`src/rtl/mem_stage_mc.sv`:
```
// Multi-cycle memory stage: combinational branch resolution, a request/done
// handshake to variable-latency data memory, pipeline stall, misalign and time-out detection.
module mem_stage_mc #(
    parameter int DATA_W      = 16,
    parameter int ADDR_W      = 16,
    parameter int MAX_WAIT    = 64,
    parameter int ALIGN_CHECK = 1
) (
    input  logic              clk,
    input  logic              rst,
    input  logic [ADDR_W-1:0] PC2,
    input  logic [ADDR_W-1:0] imm,
    input  logic              branch,
    input  logic              branch_sel,
    input  logic              mem_read,
    input  logic              mem_write,
    input  logic [ADDR_W-1:0] ex_out,
    input  logic [DATA_W-1:0] store_data,
    input  logic              fwd_en,
    input  logic [DATA_W-1:0] fwd_data,
    output logic              dm_req,
    output logic              dm_wr,
    output logic [ADDR_W-1:0] dm_addr,
    output logic [DATA_W-1:0] dm_wdata,
    input  logic [DATA_W-1:0] dm_rdata,
    input  logic              dm_done,
    output logic              stall,
    output logic              branch_taken,
    output logic [ADDR_W-1:0] branch_PC,
    output logic [DATA_W-1:0] mem_data,
    output logic              mem_valid,
    output logic              err
);

    localparam int CNT_W = $clog2(MAX_WAIT + 1);

    typedef enum logic [1:0] {S_IDLE, S_BUSY, S_ERR} state_t;

    state_t             r_state;
    state_t             w_state_nxt;
    logic               r_req;
    logic               r_wr;
    logic [ADDR_W-1:0]  r_addr;
    logic [DATA_W-1:0]  r_wdata;
    logic [DATA_W-1:0]  r_mem_data;
    logic [CNT_W-1:0]   r_cnt;

    logic               w_access;
    logic               w_misalign;
    logic [CNT_W-1:0]   w_cnt_inc;
    logic               w_timeout;
    logic               w_launch;
    logic               w_rd_done;

    // Branch path is purely combinational; the adder carry-out is dropped.
    assign branch_taken = branch & branch_sel;
    assign branch_PC    = branch_taken ? (PC2 + imm) : PC2;

    assign w_access   = mem_read | mem_write;
    assign w_misalign = (ALIGN_CHECK != 0) && ex_out[0];
    assign w_cnt_inc  = r_cnt + CNT_W'(1);
    assign w_timeout  = (w_cnt_inc == CNT_W'(MAX_WAIT));

    always_ff @(posedge clk or negedge rst) begin
        if (!rst) begin
            r_state <= S_IDLE;
        end else begin
            r_state <= w_state_nxt;
        end
    end

    // dm_done wins over a time-out landing on the same cycle.
    always_comb begin
        w_state_nxt = r_state;
        case (r_state)
            S_IDLE: begin
                if (w_access) begin
                    w_state_nxt = w_misalign ? S_ERR : S_BUSY;
                end
            end
            S_BUSY: begin
                if (dm_done) begin
                    w_state_nxt = S_IDLE;
                end else if (w_timeout) begin
                    w_state_nxt = S_ERR;
                end
            end
            S_ERR:   w_state_nxt = S_ERR;
            default: w_state_nxt = S_IDLE;
        endcase
    end

    // stall is forced low while reset is held so the pipeline is not frozen by stale inputs.
    always_comb begin
        w_launch  = 1'b0;
        w_rd_done = 1'b0;
        stall     = 1'b0;
        err       = 1'b0;
        case (r_state)
            S_IDLE: begin
                w_launch = w_access & ~w_misalign;
                stall    = w_access;
            end
            S_BUSY: begin
                w_rd_done = dm_done & ~r_wr;
                stall     = ~dm_done;
            end
            S_ERR: begin
                stall = 1'b1;
                err   = 1'b1;
            end
            default: ;
        endcase
        stall = stall & rst;
    end

    always_ff @(posedge clk or negedge rst) begin
        if (!rst) begin
            r_req      <= 1'b0;
            r_wr       <= 1'b0;
            r_addr     <= '0;
            r_wdata    <= '0;
            r_mem_data <= '0;
            r_cnt      <= '0;
        end else if (w_launch) begin
            r_req   <= 1'b1;
            r_wr    <= mem_write;
            r_addr  <= ex_out;
            r_wdata <= fwd_en ? fwd_data : store_data;
            r_cnt   <= '0;
        end else if (r_state == S_BUSY) begin
            if (dm_done) begin
                r_req <= 1'b0;
                if (!r_wr) begin
                    r_mem_data <= dm_rdata;
                end
            end else if (w_timeout) begin
                r_req <= 1'b0;
            end else begin
                r_cnt <= w_cnt_inc;
            end
        end
    end

    assign dm_req    = r_req;
    assign dm_wr     = r_wr;
    assign dm_addr   = r_addr;
    assign dm_wdata  = r_wdata;
    assign mem_valid = w_rd_done;
    assign mem_data  = w_rd_done ? dm_rdata : r_mem_data;

endmodule

```
`config.mk`:
```
export PLATFORM = sky130hd
export DESIGN_NAME = mem_stage_mc
export DESIGN_NICKNAME = d
export VERILOG_FILES = /design/src/rtl/mem_stage_mc.sv
export SDC_FILE = /design/constraint.sdc
export NUM_CORES = 1
export LEC_CHECK = 0
export ABC_AREA = 1
export CAP_MARGIN = 0
export CORE_UTILIZATION = 40
export DETAILED_ROUTE_END_ITERATION = 8
export GPL_TIMING_DRIVEN = 0
export PLACE_DENSITY = 0.78
export SYNTH_ARGS = -nofsm -noshare
export SYNTH_HDL_FRONTEND = slang
export SYNTH_SLANG_ARGS = --single-unit
```
`constraint.sdc`:
```
create_clock -name clk -period 4.5 [get_ports clk]
set_input_delay 1.35 -clock clk [delete_from_list [all_inputs] [get_ports clk]]
set_output_delay 1.35 -clock clk [all_outputs]
set_load 0.01 [all_outputs]
```
==> out/qor.csv <==
metric;value;unit
status;finished clean;
sequentialPowerShare;0.327;
ys_ff_latch;59;
synth-main-ff-cell;dfrtp_1;
ir_drop_worst_vdd;0.000220;V
gp_congestion;0.897;
worstMarginPinSlew;629;ps
grt_antenna_before_repair;0;
insertion_delay;350;ps
hold_viol_final;0;
sw_frac_of_total;0.354;
synth_edf_count;0;
asyncSetResetFlopFracSynth;1.00;
drive_above_1_share;0.143;
cp_cell_sequence;dlygate4sd2_1 -> ha_4 -> or2_2 -> nand3_1 -> nand2_2 -> or2_2 -> nand3_1 -> nand2_1 -> dlygate4sd2_1;
placed_area;5760;um^2
ctsLongestPathBuffers;2;
synth.cell_area;3850;um^2
final.setup.worst_slack;67.9;ps
top_level_ports;174;
timing.critical_path.slowest_stage_cell;or2_2;
drc_errors;0;
die_area;10000;um^2
core_area;9280;um^2
grtUsageTotal;0.237;
floorplan.initialDensity;0.415;
min_period_over_period;0.985;
grt_pass1_wl;18800;um
detailroute.via_count;4204;
synthesis.nets;676;
port_buffers;173;
routed_via_density;4.77;
cp_num_buf_inv;2;
yosys_warnings;0;
dp_hpwl;8670;um
die_height;100;um
cts-buffers-inserted;9;
cts_clk_pin_slew_worst_paths;70;ps
worst_ep_arrival_time;3080;ps
postSynthCellCount;555;
drt_first_iter_violations;186;
drtPass1Iterations;4;
leakage;3.36;nW
r2r_cells;10;
internal_power;0.00169;W
endpoint;branch_PC[7];
grt_max_degree;35;
regToRegEndpoint;r_cnt[2]$_DFFE_PN0P_;
power.density_cell_area;417;nW/um^2
clockRootBuffer;clkbuf_8;
reg2reg_slack;2830;ps
synth_area_per_cell;6.94;um^2
finish.net_count;869;
crit_family;simple AND/OR/NAND/NOR gates;
netlist-cell-type-count;37;
critPathLaunchType;primary input;
setup_violation_total_in_the_final_timing_report;0;
via_count_of_the_first_global_routing_pass;4002;
worst-endpoint-required;3150;ps
dp_slack;-557;ps
finalCriticalPeriod;4430;ps
clock-sinks;59;
register_area_share_after_synthesis;0.383;
timing.max_slew.rel_slack;0.581;
wire_per_inst;13.5;um
htree_num_levels;3;
area_delta_synth_final;62.4;%
totalWireLength;11900;um
layout.cell_area.non_filler;6260;um^2
die_w;100;um
pwr-share-clk;0.186;
timing.rr.start;r_cnt[0]$_DFFE_PN0P_;
worst_clock_skew;12.0;ps
maxSlewViolCount;0;
cp_max_fo;5;
timing.critical_path.slowest_cell_delay;300;ps
cts_tree;yes;
critical_path_class;primary input to primary output;
kind_of_end_point_of_the_critical_path;primary output;
share_comb_of_total_power;0.487;
maxCapViolCount;0;
n_fill_cell;774;
placementRows;35;
worstSetupStartpoint;PC2[2];
postRouteAntennaNets;0;
timing.critical_path.depth;9;
antennaDiodeCount;0;
hold_class;flip-flop to flip-flop;
globalRouteOverflowTotal;0;
switching_power;0.000924;W
fmax;226;MHz
[kinds of logic (layout without fill, tap and decap cells)]
| logic type | Yosys count | in the layout | synth area share |
|---|---|---|---|
| XOR/XNOR | 5 | 5 | 0.0114 |
| adder cells (fa/ha/maj) | 17 | 17 | 0.0571 |
| flip-flops | 59 | 59 | 0.383 |
| AND/OR/NAND/NOR | 346 | 346 | 0.381 |
| buffers and inverters | 78 | 276 | 0.0883 |
| AO/OA/AOI/OAI | 50 | 50 | 0.0795 |
[per-stage QoR]
stage | power, W | cells | setup TNS (ps) | hold slack (ps) | util
floorplan | 0.00142 | 555 | 0 | 437 | -
global placement | 0.00207 | 857 | -8450 | 450 | 0.619
detailed placement | 0.00211 | 858 | -7750 | 454 | 0.621
CTS | 0.00262 | 876 | -41.6 | 471 | 0.655
global route | 0.00280 | 882 | -10.8 | 501 | 0.674
finish | 0.00261 | 882 | 0 | 471 | 0.674
[per-layer routing]
metal,global-route usage,routed length [um],share of wire,vias to the layer above
met5,0,0,0,-
li1,-,-,-,2124
met4,0.0881,303,0.026,0
met3,0.0578,541,0.046,26
met1,0.280,4920,0.41,1939
met2,0.416,6100,0.51,115
[synth_stat cells, types with 2 or more instances]
cell      instances  area share
clkbuf_1          4      0.0039
inv_1            60       0.058
buf_6             5       0.015
nand3b_1          6       0.012
dfrtp_1          59        0.38
a21oi_1          11       0.014
nand3_1          35       0.045
ha_1             16       0.052
o21ai_1           2      0.0026
inv_2             2      0.0019
nand2_1         268        0.26
buf_2             3      0.0039
xnor2_1           3      0.0068
nor2_2            2      0.0032
o21ai_2          14       0.032
or2_2             3      0.0049
nor2_1           15       0.015
nand4_1           5      0.0081
nand3_2           3      0.0078
xor2_1            2      0.0045
o21ai_0          21       0.027
[layout by cell type (no fill, tap or decap), types with 2 or more instances in the layout]
master and count:
nand3_1 32, clkbuf_8 10, nand2_2 10, clkdlybuf4s50_1 131, nand4_1 5, clkdlybuf4s15_2 2
ha_4 11, clkinvlp_4 2, o21ai_1 2, clkbuf_1 4, inv_2 2, nor2_2 4
inv_1 59, a21oi_2 5, buf_6 6, a21oi_1 6, o21ai_0 21, xor2_1 2
nand3b_1 6, dlygate4sd2_1 15, nor2_1 13, nand2_1 259, clkinv_2 2, nand3_2 5
dlymetal6s2s_1 19, inv_4 3, dfrtp_1 59, or2_2 3, o21ai_2 14, ha_1 4
buf_4 11, nand3_4 2, buf_2 7, xnor2_1 3
[power groups by stage]
stage          combinational (W)  clock, W  sequential, W
6_report                 0.00127  0.000487       0.000855
5_1_grt                  0.00139  0.000526       0.000881
4_1_cts                  0.00127  0.000504       0.000854
3_5_place_dp             0.00125         0       0.000861
3_3_place_gp             0.00122         0       0.000852
2_1_floorplan           0.000507         0       0.000916
[cell type report]
cell class / instances / area, um^2 / share of cell area
repair buffers: 183 / 1820 / 0.291
clock inverters: 6 / 63.8 / 0.0102
inverters: 64 / 248 / 0.0396
clock buffers: 10 / 138 / 0.0220
multi-input cells: 418 / 2250 / 0.359
plain buffers: 13 / 103 / 0.0164
well taps: 129 / 161 / 0.0258
flip-flops and latches: 59 / 1480 / 0.236
[how the worst min path moves through the flow]
stage,start,to,slack (ps),depth (start not counted)
2_1_floorplan,r_mem_data[0]$_DFFE_PN0P_,r_mem_data[0]$_DFFE_PN0P_,440,2
3_3_place_gp,r_mem_data[0]$_DFFE_PN0P_,r_mem_data[0]$_DFFE_PN0P_,450,2
3_5_place_dp,r_mem_data[10]$_DFFE_PN0P_,r_mem_data[10]$_DFFE_PN0P_,450,2
4_1_cts,r_mem_data[10]$_DFFE_PN0P_,r_mem_data[10]$_DFFE_PN0P_,470,2
5_1_grt,dm_addr[14]$_DFFE_PN0N_,dm_addr[14]$_DFFE_PN0N_,500,2
6_report,r_mem_data[10]$_DFFE_PN0P_,r_mem_data[10]$_DFFE_PN0P_,470,2
[flip-flops by register name, summed over array words and instances, names as in the netlist]
name        flops
dm_req          1
r_state         2
r_mem_data     16
dm_wdata       16
r_cnt           7
dm_wr           1
dm_addr        16
[repair_timing]
action	4_1_cts	5_1_grt
resized for setup	65	38
endpoints found under the setup margin	28	23
buffers inserted	2	7
hold buffers	0	0
hold endpoints to repair	0	0
pin swaps	7	12
[tightest hold or removal path, cell delays in order, from the launching register on]
cell and delay, ps:
dfrtp_1 330, nand2_1 60, nand2_1 50
(Power assumes the default switching activity.)
